[config.mk]
export PLATFORM = sky130hd
export DESIGN_NAME = rle_pixel_decoder
export DESIGN_NICKNAME = d
export VERILOG_FILES = /design/src/rtl/rle_pixel_decoder.sv
export SDC_FILE = /design/constraint.sdc
export NUM_CORES = 1
export LEC_CHECK = 0
export BUFFER_PORTS_ARGS = -buffer_cell sky130_fd_sc_hd__buf_2
export CORE_ASPECT_RATIO = 0.7
export CORE_MARGIN = 2
export CORE_UTILIZATION = 25
export CTS_CLUSTER_SIZE = 14
export DETAILED_ROUTE_END_ITERATION = 8
export PLACE_DENSITY = 0.43
export SYNTH_ARGS = -nofsm -noshare
export SYNTH_HDL_FRONTEND = slang
export SYNTH_SLANG_ARGS = --single-unit
[constraint.sdc]
create_clock -name clk -period 6.94 [get_ports clk]
set_clock_uncertainty 0.15 [all_clocks]
set_input_delay 0.694 -clock clk [delete_from_list [all_inputs] [get_ports clk]]
set_output_delay 0.694 -clock clk [all_outputs]
set_load 0.02 [all_outputs]
[src/rtl/rle_pixel_decoder.sv]
// Run-length pixel decoder: a small prefetch FIFO feeds a run expander that emits one
// colour per active pixel, with in-band end-of-row / end-of-frame commands.
module rle_pixel_decoder #(
   parameter int  COLOUR_BITS = 6,
   parameter int  RUN_BITS    = 10,
   parameter int  FIFO_DEPTH  = 4,
   localparam int DATA_WIDTH  = COLOUR_BITS + RUN_BITS
) (
   input  logic                        clk,
   input  logic                        rst_n,
   input  logic [DATA_WIDTH-1:0]       in_data,
   input  logic                        in_valid,
   output logic                        in_ready,
   input  logic                        next_frame,
   input  logic                        next_row,
   input  logic                        pixel_en,
   output logic [COLOUR_BITS-1:0]      colour,
   output logic                        fetch_restart,
   output logic                        fetch_stop,
   output logic [$clog2(FIFO_DEPTH):0] fifo_level,
   output logic                        underflow,
   output logic                        desync
);

   localparam int PTR_BITS   = $clog2(FIFO_DEPTH);
   localparam int LEVEL_BITS = PTR_BITS + 1;

   localparam logic [PTR_BITS-1:0]    PTR_ONE    = PTR_BITS'(1);
   localparam logic [LEVEL_BITS-1:0]  LEVEL_ONE  = LEVEL_BITS'(1);
   localparam logic [LEVEL_BITS-1:0]  FULL_LEVEL = LEVEL_BITS'(FIFO_DEPTH);
   localparam logic [RUN_BITS-1:0]    REM_ONE    = RUN_BITS'(1);
   localparam logic [COLOUR_BITS-1:0] CMD_EOL    = '0;
   localparam logic [COLOUR_BITS-1:0] CMD_EOF    = COLOUR_BITS'(1);

   typedef enum logic [2:0] {
      IDLE,
      LOAD,
      RUN,
      EOL_WAIT,
      EOF_WAIT
   } state_t;

   logic [DATA_WIDTH-1:0]  mem [FIFO_DEPTH];
   logic [PTR_BITS-1:0]    rd_ptr;
   logic [PTR_BITS-1:0]    wr_ptr;
   logic [LEVEL_BITS-1:0]  count;
   logic                   fifo_empty;
   logic                   push;
   logic                   pop;
   logic                   flush;
   logic [DATA_WIDTH-1:0]  head;
   logic [RUN_BITS-1:0]    head_run;
   logic [COLOUR_BITS-1:0] head_col;

   state_t                 state_q, state_d;
   logic [RUN_BITS-1:0]    remaining_q, remaining_d;
   logic [COLOUR_BITS-1:0] colour_d;
   logic                   underflow_d, desync_d;
   logic                   restart_d, stop_d;
   logic                   load_head;

   assign in_ready   = (count < FULL_LEVEL);
   assign fifo_level = count;
   assign fifo_empty = (count == '0);
   assign flush      = next_frame;
   // A push coinciding with next_frame would land in a FIFO that is being flushed.
   assign push       = in_valid && in_ready && !next_frame;
   assign head       = mem[rd_ptr];
   assign head_run   = head[DATA_WIDTH-1:COLOUR_BITS];
   assign head_col   = head[COLOUR_BITS-1:0];

   // NOTE: the storage array has no reset; only pointers and count define what is valid.
   always_ff @(posedge clk) begin
      if (push) begin
         mem[wr_ptr] <= in_data;
      end
   end

   // NOTE: sequential state is assigned with <= so every register samples pre-edge values.
   always_ff @(posedge clk) begin
      if (!rst_n || flush) begin
         rd_ptr <= '0;
         wr_ptr <= '0;
         count  <= '0;
      end else begin
         if (push) begin
            wr_ptr <= wr_ptr + PTR_ONE;
         end
         if (pop) begin
            rd_ptr <= rd_ptr + PTR_ONE;
         end
         case ({push, pop})
            2'b10:   count <= count + LEVEL_ONE;
            2'b01:   count <= count - LEVEL_ONE;
            default: count <= count;
         endcase
      end
   end

   // NOTE: every always_comb output gets a default first so no path infers a latch.
   always_comb begin
      state_d     = state_q;
      colour_d    = colour;
      remaining_d = remaining_q;
      underflow_d = underflow;
      desync_d    = desync;
      restart_d   = 1'b0;
      stop_d      = 1'b0;
      load_head   = 1'b0;
      pop         = 1'b0;

      if (next_frame) begin
         state_d     = LOAD;
         colour_d    = '0;
         remaining_d = '0;
         underflow_d = 1'b0;
         desync_d    = 1'b0;
         restart_d   = 1'b1;
      end else begin
         if (next_row) begin
            if (state_q == EOL_WAIT) begin
               state_d = LOAD;
            end else if (state_q == LOAD || state_q == RUN) begin
               desync_d = 1'b1;
            end
         end

         case (state_q)
            LOAD: begin
               if (!fifo_empty) begin
                  load_head = 1'b1;
               end else if (pixel_en) begin
                  underflow_d = 1'b1;
               end
            end
            RUN: begin
               if (pixel_en) begin
                  if (remaining_q == REM_ONE) begin
                     // Last pixel of the run: chain straight into the next word if one is waiting.
                     if (!fifo_empty) begin
                        load_head = 1'b1;
                     end else begin
                        state_d = LOAD;
                     end
                  end else begin
                     remaining_d = remaining_q - REM_ONE;
                  end
               end
            end
            default: ;
         endcase

         if (load_head) begin
            pop = 1'b1;
            if (head_run != '0) begin
               colour_d    = head_col;
               remaining_d = head_run;
               state_d     = RUN;
            end else if (head_col == CMD_EOL) begin
               colour_d = '0;
               state_d  = EOL_WAIT;
            end else if (head_col == CMD_EOF) begin
               colour_d = '0;
               state_d  = EOF_WAIT;
               stop_d   = 1'b1;
            end else begin
               state_d = LOAD;
            end
         end
      end
   end

   always_ff @(posedge clk) begin
      if (!rst_n) begin
         state_q       <= IDLE;
         colour        <= '0;
         remaining_q   <= '0;
         underflow     <= 1'b0;
         desync        <= 1'b0;
         fetch_restart <= 1'b0;
         fetch_stop    <= 1'b0;
      end else begin
         state_q       <= state_d;
         colour        <= colour_d;
         remaining_q   <= remaining_d;
         underflow     <= underflow_d;
         desync        <= desync_d;
         fetch_restart <= restart_d;
         fetch_stop    <= stop_d;
      end
   end

endmodule
# Word level (Yosys, flattened, before mapping)
# Memory sizes are Yosys's and may differ from the RTL's. A register that Yosys moved wholly into a read port is not among the register bits.
# Index checks and enable logic that the tools add are counted.
# Widths: inputs -> output; s select.
# classes
add_sub_neg,5
mul,0
div_mod_pow,0
n_lt_le_gt_ge,1
n_eq_ne,7
shifts,0
n_mux,33
bitwise,3
reduce_logical,16
# ops
cell,count
$mux 10,5
$mux 3,10
$mux 6,3
$mux 1,11
$eq 10x1->1 const B,1
$reduce_bool 10->1,1
$sub 10x1->10 const B,1
$eq 3x2->1 const B,2
$eq 6x1->1 const B,1
$logic_not 6->1,1
$pmux 3 s2,1
$reduce_and 3->1,2
$reduce_or 5->1,1
$add 2x1->2 const B,2
$mux 2,2
$add 3x1->3 const B,1
$eq 3x1->1 const B,1
$logic_not 3->1,1
$lt 3x3->1 const B,1
$not 1->1,3
$reduce_bool 3->1,1
$sub 3x1->3 const B,1
$eq 2x1->1 const B,1
$eq 2x2->1 const B,1
other kinds (7),10
# word_totals
reg_bits,30
latch_bits,0
mem_bits_rw,64
romBits,0
input_bits,22
output_inout_bits,14
mem_count,1
# memory_table
name,words,word_bits,rd,rd_ports_with_merged_regs,wr,line,rtl
mem,4,16,1,1,1,43,logic [DATA_WIDTH-1:0] mem [FIFO_DEPTH];

# Longest topological paths before layout
# logic_depth
ltp_word,10
mapped_depth,11

# Worst setup path before layout
# OpenSTA, ideal clock, no wires.
# synth_path
kind,input to register
start,input pixel_en
end,"register count[2], in the netlist fifo_level[2]"
setup_ns,0.072
t_arrival_ns,2.766
required_time_ns,6.718
slack_ns,3.953
stages,9
cell_sequence,and4bb_2 > nand4_2 > a211oi_1 > ha_1 > inv_1 > fa_1 > xor2_1 > or3_1 > a21oi_1
# synth_via
elab_chain_len,7
elab_cells_between_ends,9
cone_classes,eq/ne: 2; mux: 6; reduce/logical: 1
# synth_rtl
element,line,rtl
start: declaration,16,"input logic pixel_en,"
$mux 1 (*),137,if (pixel_en) begin
$pmux 1 s2 (*),128,case (state_q)
$mux 1 (*),112,if (next_frame) begin
$mux 1 (*),153,if (load_head) begin
$mux 1 (*),112,
named net pop,49,logic pop;
$eq 2x1->1 or $eq 2x2->1 (tied branches),92,"case ({push, pop})"
$pmux 3 s2 or $reduce_bool 2->1 (tied branches),--,
end signal: assignment,93,2'b10: count <= count + LEVEL_ONE;
end signal: assignment,94,2'b01: count <= count - LEVEL_ONE;
end signal: assignment,95,default: count <= count;
end: declaration,46,logic [LEVEL_BITS-1:0] count;
# The timed path passes the listed nets; every way through them passes the cells marked *. The select of a mux whose other input is x is not followed.
# A chain may end at the register's enable or synchronous reset.

# Worst setup path in the final report
# layout_path
start,register remaining_q[1]
end,"register count[2], in the netlist fifo_level[2]"
# layout_via
elab_chain_len,9
elab_cells_between_ends,11
cone_classes,eq/ne: 3; mux: 7; reduce/logical: 1
# layout_rtl
element,line,rtl
start: declaration,56,"logic [RUN_BITS-1:0] remaining_q, remaining_d;"
start signal: assignment,185,remaining_q <= remaining_d;
$eq 10x1->1 (*),138,if (remaining_q == REM_ONE) begin
$mux 1 (*),138,
$mux 1 (*),137,
$pmux 1 s2 (*),128,
$mux 1 (*),112,
$mux 1 (*),153,
$mux 1 (*),112,
named net pop,49,
$eq 2x1->1 or $eq 2x2->1 (tied branches),92,
$pmux 3 s2 or $reduce_bool 2->1 (tied branches),--,
# Marks and branches as above.

==> run summary <==
most frequent cell after synthesis - edfxtp_1
Worst path slowest cell - a211oi_1
Overflow after GRT - 0
area leader, netlist - edfxtp_1
starting DRC count in detailed routing - 159
EDFF count, synth - 64
synthesized area - 4090 sq um
Placed Instances - 543
Worst Hold End - desync$_SDFFE_PP0P_
Crit. End Element - register
async set or reset register ratio after synthesis - 0
Area growth syn-to-layout - 16.8%
WL final - 8800 um
Least-Margin Pin Slew - 0.945 ns
worst path required time - 7.05 ns
Die ar. - 17400 sq um
first-pass GRT wire length - 13900 um
die width - 157 um
clk buf depth - 2
worst-path maximum fanout - 6
Startpoint Class - register
Yosys top cell area share - 0.470
share of cells above drive strength 1 - 0.240
status - finished, final reports clean
Fin. Hold Viols - 0
distinct cell type count after synthesis - 50
setup violators final - 0
Net count, final - 359
Fin Setup TNS - 0 ns
CP max stage delay - 0.52 ns
r2r startpoint - remaining_q[1]$_SDFF_PP0_
depth of the worst hold-timing path - 2
DR vias - 2478
core area - 16200 sq um
Reg2Reg Setup Slack - 3.66 ns
Final Util - 0.296
1st-pass router iterations - 4
max cap viols - 0
via/cell ratio - 4.44
yosys warns - 0
Crit Path Class - reg -> reg
Overall Global Routing Usage - 0.106
Clock Latency Late Sink - 0.34 ns
CTS sink cnt - 96
min setup slack post-route - 3.66 ns
Post-CTS Setup Repair Bufs - 0
post-CTS resize count - 0
RSZ-0062 raised after global routing - no
number of diodes - 0
Post-Layout Cell Count - 558
worst r2r dst - fifo_level[2]$_SDFFE_PP0P_
Rel. slew slack - 0.370
fin crit share - 0.472
Final ANT Viol Nets - 0
Crit path max-delay family - simple AND/OR/NAND/NOR gates
worst path cell trace - inv_1 -> ha_1 -> nor3b_1 -> nand4_2 -> a211oi_1 -> ha_1 -> inv_1 -> fa_1 -> xor2_1 -> or3_1 -> a21oi_1
WP data arrival - 3.38 ns
Crit path buffers/inverters - 2
Main synth FF type - edfxtp_1
Area contributors post-synth - edfxtp_1 47%, dfxtp_1 16%, mux4_2 8.3%
Leak - 1.56 nW
per-cell routed wire length - 15.8 um
IO Count - 36
FP Rows - 39
total CTS buffers - 9
Worst Min Path Start - desync$_SDFFE_PP0P_
Gate Count Post-Synth - 293
Syn Nets - 323
vias in the first global route - 2402
Final min period - 3.28 ns
initial antenna violation count - 0
Mapped Avg Cell Area - 14.0 sq um
Worst-path clk slew - 0.07 ns
Final Max Slew Viols - 0
minimum hold slack - 0.314 ns
fin area - 4780 sq um
fmax - 0.305 GHz
Max IR drop VDD - 106 uV
FF+latch count, synth - 96
GPL Wtd Cong - 0.772
htree depth - 3
PortBufs - 35
Hold Path Class - reg -> reg
Placed Area - 4480 sq um
starting density of the core - 0.253
pre-CTS setup slack - 3.61 ns
Die Y - 111 um
clock root buffer - clkbuf_16
Hold Buf Count CTS - 0
Reg2Reg Depth - 11
PD cells - 245 nW/um^2
Tot Pwr - 1.17 mW
pin count of the biggest net entering global routing - 24
Post-synth top cells - 64 x edfxtp_1, 32 x dfxtp_1, 20 x nand2_1, 17 x nor2_1, 15 x mux4_2
post-DP HPWL - 5920 um
DR DRC count - 0
CTS tree - done
post-synthesis sequential area ratio - 0.626
state kept, by name, summed over array words and instances, names as in the netlist, 2 cells and up, named ones only:
signal and cells:
mem 64, remaining_q 10, colour 6, fifo_level 3
state_q 3, rd_ptr 2, wr_ptr 2
tightest hold or removal path, cell delays in order (launching register included):
cell and delay (ns):
dfxtp_1 0.32, a21oi_1 0.04, nor2_1 0.07
layout make-up:
class	instances	area [sq um]
clock buffers	9	225
flip-flops and latches	96	2560
clock inverters	6	73.8
inverters	11	41.3
fillers	1670	11400
multi-input cells	173	1400
well taps	225	282
repair buffers	38	198
logic make-up after synthesis:
kind of cell / count (synthesis) / share of synthesized area
XOR/XNOR: 11 / 0.0235
adder cells (fa/ha/maj): 8 / 0.0263
buffers and inverters: 24 / 0.0327
AND/OR/NAND/NOR: 97 / 0.136
multiplexers: 18 / 0.0902
AO/OA/AOI/OAI: 39 / 0.0654
flip-flops: 96 / 0.626
worst max path at each step:
stage | startpoint | to | slack, ns | cells past startpoint
finish | remaining_q[1]$_SDFF_PP0_ | fifo_level[2]$_SDFFE_PP0P_ | 3.66 | 11
global route | remaining_q[1]$_SDFF_PP0_ | fifo_level[2]$_SDFFE_PP0P_ | 3.35 | 11
CTS | remaining_q[1]$_SDFF_PP0_ | fifo_level[2]$_SDFFE_PP0P_ | 3.64 | 11
detailed placement | pixel_en | fifo_level[2]$_SDFFE_PP0P_ | 3.61 | 10
global placement | pixel_en | fifo_level[2]$_SDFFE_PP0P_ | 3.68 | 10
floorplan | pixel_en | fifo_level[2]$_SDFFE_PP0P_ | 3.95 | 9
cell usage in the layout (no fill, tap or decap), drive strengths merged, types with 2 or more instances in the layout:
master / netlist / final
and3: 2 / 2
ha: 7 / 7
o31ai: 3 / 3
a211oi: 6 / 6
a31oi: 3 / 3
mux4: 15 / 15
xnor2: 8 / 8
inv: 11 / 15
dfxtp: 32 / 32
o21ai: 5 / 5
nor4: 7 / 7
buf: 7 / 38
nand3: 8 / 8
mux2i: 2 / 2
nand4: 11 / 11
o211ai: 6 / 6
or3: 5 / 5
edfxtp: 64 / 64
nor3: 11 / 11
nand2: 20 / 20
nor2b: 2 / 2
xor2: 3 / 3
nor2: 17 / 17
a21oi: 11 / 11
nand2b: 2 / 2
and2: 5 / 5
nor3b: 2 / 2
clkbuf: 6 / 9
report_power, final:
group          switching (mW)  internal [mW]
sequential            0.00343          0.617
clock                   0.219          0.283
combinational          0.0307         0.0173
layer usage:
metal	up-vias	wire [um]	GRT usage
li1	1192	-	-
met1	1238	4860	0.168
met2	40	3560	0.142
met3	8	297	0.0274
met4	0	78	0.0257
met5	-	0	0
No activity file was read; power rests on OpenSTA's default activity.
